<file path="src/rtl/bin_dec_strobe_pkg.sv">
// Shared types and constants for the registered one-hot strobe decoder.
package bin_dec_strobe_pkg;

  localparam logic HIGH = 1'b1;
  localparam logic LOW  = 1'b0;

  localparam logic MODE_PULSE = 1'b0;
  localparam logic MODE_LATCH = 1'b1;

  typedef enum logic [1:0] {
    IDLE  = 2'd0,
    PULSE = 2'd1,
    LATCH = 2'd2
  } state_t;

endpackage

</file>
<file path="src/rtl/bin_dec.sv">
// Combinational binary-to-one-hot decoder with selectable active level.
module bin_dec
  import bin_dec_strobe_pkg::*;
#(
  parameter int unsigned IN  = 3,
  parameter logic        ACT = HIGH
) (
  input  logic [IN-1:0]      in,
  output logic [(2**IN)-1:0] out
);

  always_comb begin
    out     = {(2**IN){~ACT}};
    out[in] = ACT;
  end

endmodule

</file>
<file path="src/rtl/bin_dec_strobe.sv">
// Handshaked, range-checked one-hot strobe: a timed pulse or a level held until cleared.
module bin_dec_strobe
  import bin_dec_strobe_pkg::*;
#(
  parameter int unsigned IN    = 3,
  parameter int unsigned OUT   = 1 << IN,
  parameter logic        ACT   = HIGH,
  parameter int unsigned LEN_W = 4
) (
  input  logic             clk,
  input  logic             reset_,
  input  logic             in_valid,
  output logic             in_ready,
  input  logic [IN-1:0]    in,
  input  logic [LEN_W-1:0] len,
  input  logic             mode,
  input  logic             clear,
  output logic [OUT-1:0]   out,
  output logic             busy,
  output logic             err
);

  localparam int unsigned    FULL     = 1 << IN;
  localparam logic [OUT-1:0] INACTIVE = {OUT{~ACT}};

  state_t           state_q, state_d;
  logic [LEN_W-1:0] cnt_q, cnt_d;
  logic [OUT-1:0]   out_d;
  logic             busy_d, err_d;
  logic [FULL-1:0]  dec, dec_norm;
  logic             in_range, last, accept, load;

  bin_dec #(.IN(IN), .ACT(ACT)) u_dec (
    .in  (in),
    .out (dec)
  );

  // Any decoded bit at or above OUT means the index is out of range.
  assign dec_norm = dec ^ {FULL{~ACT}};
  assign in_range = (dec_norm >> OUT) == '0;

  assign last     = (state_q == PULSE) && (cnt_q == '0);
  assign in_ready = reset_ && !(clear && (state_q != IDLE)) && ((state_q == IDLE) || last);
  assign accept   = in_valid && in_ready;
  assign load     = accept && in_range;

  // State, counter and registered outputs.
  always_ff @(posedge clk) begin
    if (!reset_) begin
      state_q <= IDLE;
      cnt_q   <= '0;
      out     <= INACTIVE;
      busy    <= 1'b0;
      err     <= 1'b0;
    end else begin
      state_q <= state_d;
      cnt_q   <= cnt_d;
      out     <= out_d;
      busy    <= busy_d;
      err     <= err_d;
    end
  end

  // Next state and counter.
  always_comb begin
    state_d = state_q;
    cnt_d   = cnt_q;
    unique case (state_q)
      IDLE: begin
        if (load) begin
          state_d = (mode == MODE_LATCH) ? LATCH : PULSE;
          cnt_d   = len;
        end
      end
      PULSE: begin
        if (clear) begin
          state_d = IDLE;
          cnt_d   = '0;
        end else if (cnt_q == '0) begin
          if (load) begin
            state_d = (mode == MODE_LATCH) ? LATCH : PULSE;
            cnt_d   = len;
          end else begin
            state_d = IDLE;
          end
        end else begin
          cnt_d = cnt_q - LEN_W'(1);
        end
      end
      LATCH: begin
        if (clear) begin
          state_d = IDLE;
          cnt_d   = '0;
        end
      end
      default: begin
        state_d = IDLE;
        cnt_d   = '0;
      end
    endcase
  end

  // Next values of the registered outputs.
  always_comb begin
    out_d  = INACTIVE;
    busy_d = (state_d != IDLE);
    err_d  = accept && !in_range;
    if (load) begin
      out_d = dec[OUT-1:0];
    end else if (state_d != IDLE) begin
      out_d = out;
    end
  end

endmodule
</file>
<file path="config.mk">
export PLATFORM = sky130hd
export DESIGN_NAME = bin_dec_strobe
export DESIGN_NICKNAME = d
export VERILOG_FILES = /design/src/rtl/bin_dec_strobe_pkg.sv /design/src/rtl/bin_dec.sv /design/src/rtl/bin_dec_strobe.sv
export SDC_FILE = /design/constraint.sdc
export NUM_CORES = 1
export LEC_CHECK = 0
export ABC_AREA = 0
export BUFFER_PORTS_ARGS = -buffer_cell sky130_fd_sc_hd__buf_2
export CAP_MARGIN = 40
export CORE_MARGIN = 4
export CORE_UTILIZATION = 30
export CTS_CLUSTER_DIAMETER = 30
export DETAILED_ROUTE_END_ITERATION = 10
export GPL_TIMING_DRIVEN = 0
export HOLD_SLACK_MARGIN = 0.1
export SLEW_MARGIN = 20
export SYNTH_ARGS = -nofsm -noshare
export SYNTH_HDL_FRONTEND = slang
export SYNTH_HIERARCHICAL = 1
export SYNTH_SLANG_ARGS = --single-unit
</file>
<file path="constraint.sdc">
create_clock -name clk -period 3.2 [get_ports clk]
set_clock_uncertainty 0.1 [all_clocks]
set_input_delay 0.48 -clock clk [delete_from_list [all_inputs] [get_ports clk]]
set_output_delay 0.48 -clock clk [all_outputs]
set_load 0.01 [all_outputs]
</file>
==> flow_metrics.py <==
metrics = {
    "worst_setup_path": {
        "r2r-end": "out[5]$_SDFFE_PN0P_",
        "critPathTopFamily": "simple AND/OR/NAND/NOR gates",
        "worst-path-max-fanout": 4,
        "timing.critical_path.buf_inv": 2,
        "rrSetupSlack_ps": 1120,
        "endpoint_kind": "output pin",
        "critPathMaxStageDelay_ps": 510,
        "cp_data_arrival_time_ps": 1930,
        "crit_required_ps": 2620,
        "crit_chain": "inv_1 > ha_1 > or4b_4 > and2_4 > nor3_2 > buf_2",
        "crit_path_top_delay_cell": "or4b_4",
        "cp-startpoint": "cnt_q[0]$_SDFFE_PN0P_",
        "worstSetupPathType": "register to output pin",
        "reg2reg_depth": 7,
        "reg2reg_from": "cnt_q[0]$_SDFFE_PN0P_",
        "start_kind": "register",
    },
    "synthesis": {
        "netlist_instances": 92,
        "syn-num-nets": 106,
        "synth_edf_count": 0,
        "synth_area_per_cell_um2": 9.37,
        "synth_warnings": 6,
        "yosys_register_bits": 15,
        "ys_seq_area_share_pct": 34.8,
        "synthArstFlopShare_pct": 0,
        "yosysTopAreaCell": "dfxtp_1",
        "yosys.area.top_type_share_pct": 34.8,
        "ys_types": 41,
        "synth.area.top_cells": "dfxtp_1, a22o_1, and3b_2",
        "synth-main-ff-cell": "dfxtp_1",
        "syn_area_um2": 862,
    },
    "timing": {
        "fin_crit_ps": 2510,
        "drv_slew": 0,
        "clock.fmax_mhz": 398,
        "setup_violations": 0,
        "finalHoldViolCount": 0,
        "min_period_over_period_pct": 78.5,
        "rsz0062_at_grt": "false",
        "fin_setup_tns_ps": 0,
        "setup_slack_ps": 689,
    },
    "global_route": {
        "grt-ovfl-total": 0,
        "antenna_found_initial": 0,
        "grt_pass1_vias": 744,
        "grt_pass1_wl_mm": 3.41,
        "grt_max_degree": 11,
        "gr-usage-all-layers_pct": 12.1,
    },
    "job": {
        "maxCapViolCount": 0,
    },
    "clocking": {
        "ctsHoldBuffers": 0,
        "clkSlewWorstSetupHoldPaths_ps": 100,
        "root_buffer": "clkbuf_4",
        "cts_tree": "done",
        "cts_buffers": 3,
        "cts_resized": 0,
        "postCtsSetupBuffers": 0,
        "cts_sinks": 15,
        "htree_levels": 1,
        "clock_latency_ps": 300,
        "clock_path_buffers": 2,
    },
    "die": {
        "fp.dieH_um": 61.6,
        "core-area_um2": 2760,
        "rows": 19,
        "die_area_um2": 3800,
        "die_w_um": 61.6,
        "io_pins": 23,
        "start_util_pct": 31.3,
    },
    "power": {
        "power_density_nw_per_um2": 395,
        "power_leakage_nw": 0.448,
        "ir_worst_vdd_mv": 0.256,
        "p_total_uw": 407,
    },
    "placement": {
        "dp_hpwl_mm": 1.46,
        "pre_cts_ws_ps": 973,
        "io_buffers": 20,
        "gp_congestion": 0.765,
    },
    "routing": {
        "firstDrtPassIters": 4,
        "vias": 767,
        "avgViaCountPerCell": 5.22,
        "drc": 0,
        "drt_wl_total_mm": 1.95,
        "drt-initial-drc-count": 31,
        "wl_per_cell_um": 13.3,
        "drtAntennaViolNets": 0,
    },
    "finish": {
        "final_layout_size_suffix_gt1_share_pct": 32.8,
        "fin_nets": 131,
        "diodes": 0,
        "fin_util_pct": 37.4,
        "syn2layout_area_growth_pct": 19.6,
    },
    "min_path": {
        "min_from": "len[0]",
        "min_delay_path_depth": 3,
        "hold_end": "cnt_q[0]$_SDFFE_PN0P_",
        "hp-class": "input pin to register",
    },
    "run_status": {
        "status": "completed",
    },
}
[per-layer routing]
layer / vias to the layer above / share of wire (%) / GRT usage, %
met5: - / 0 / 0
li1: 385 / - / -
met2: 30 / 45 / 18.2
met1: 349 / 46 / 16.6
met4: 0 / 0.41 / 2.73
met3: 3 / 7.8 / 4.40
[worst min-delay path, stage by stage]
cell,delay (ps)
buf_2,100
nand2_1,40
a31oi_1,60
[worst max-delay path by stage]
stage | cells past startpoint | end | slack [ps]
floorplan | 5 | in_ready | 1210
global placement | 5 | in_ready | 1000
detailed placement | 5 | in_ready | 970
CTS | 6 | in_ready | 680
global route | 6 | in_ready | 560
finish | 6 | in_ready | 690
[layout make-up]
cell class | count | area, um^2
buffer | 5 | 23.8
clock buffer | 3 | 22.5
clock inverter | 1 | 7.51
fill | 293 | 1730
inverter | 5 | 18.8
multi-input combinational | 67 | 519
sequential | 15 | 300
tap | 31 | 38.8
timing repair buffer | 20 | 100
[cell usage in the layout, fill, tap and decap left out, types with 2 or more instances in the layout]
cell type | Yosys | final
buf_2 | 1 | 21
dfxtp_1 | 15 | 15
a22o_1 | 8 | 8
nand2_1 | 6 | 6
inv_1 | 5 | 5
a21oi_1 | 4 | 4
nor3b_1 | 4 | 4
nand3b_1 | 3 | 3
a21o_1 | 3 | 3
nand2b_1 | 3 | 3
clkbuf_4 | 0 | 3
and3b_2 | 3 | 3
clkbuf_1 | 2 | 2
nand4_1 | 2 | 2
nand4b_1 | 2 | 2
nor2_1 | 2 | 2
nor3_1 | 2 | 2
a21boi_0 | 2 | 2
ha_1 | 2 | 2
[sequential cells by signal, summed over array words and instances (netlist names)]
name / count
cnt_q: 4
busy: 1
state_q: 2
out: 8
[through the flow]
stage / cells / hold WS [ps] / instance area (um^2)
2_1_floorplan: 92 / 411 / 862
3_3_place_gp: 143 / 353 / 1000
3_5_place_dp: 143 / 356 / 1000
4_1_cts: 147 / 328 / 1030
5_1_grt: 147 / 340 / 1030
6_report: 147 / 332 / 1030
[synthesized netlist by cell type (2+ instances only)]
library cell	instances
nand4_1	2
a21boi_0	2
nor3b_1	4
a22o_1	8
a21o_1	3
nor3_1	2
nand4b_1	2
nand3b_1	3
inv_1	5
clkbuf_1	2
nand2_1	6
dfxtp_1	15
and3b_2	3
nand2b_1	3
a21oi_1	4
nor2_1	2
ha_1	2
[cell families (layout without fill, tap and decap cells)]
| group | count (synthesis) | in the layout | synth area share, % |
|---|---|---|---|
| DFF | 15 | 15 | 34.8 |
| AOI/OAI and AO/OA | 27 | 27 | 27.6 |
| and+or+nand+nor | 36 | 36 | 28.3 |
| other | 1 | 1 | 0.435 |
| xor gates and xnor gates | 1 | 1 | 1.02 |
| buffers and inverters | 10 | 34 | 4.93 |
| adders and majority gates | 2 | 2 | 2.90 |
[where the power goes]
| part | switching [mW] | total (mW) | internal (mW) |
|---|---|---|---|
| combinational | 0.0510 | 0.0896 | 0.0386 |
| sequential | 0.00498 | 0.199 | 0.194 |
| clock | 0.0703 | 0.118 | 0.0476 |
No activity file was read; power rests on OpenSTA's default activity.
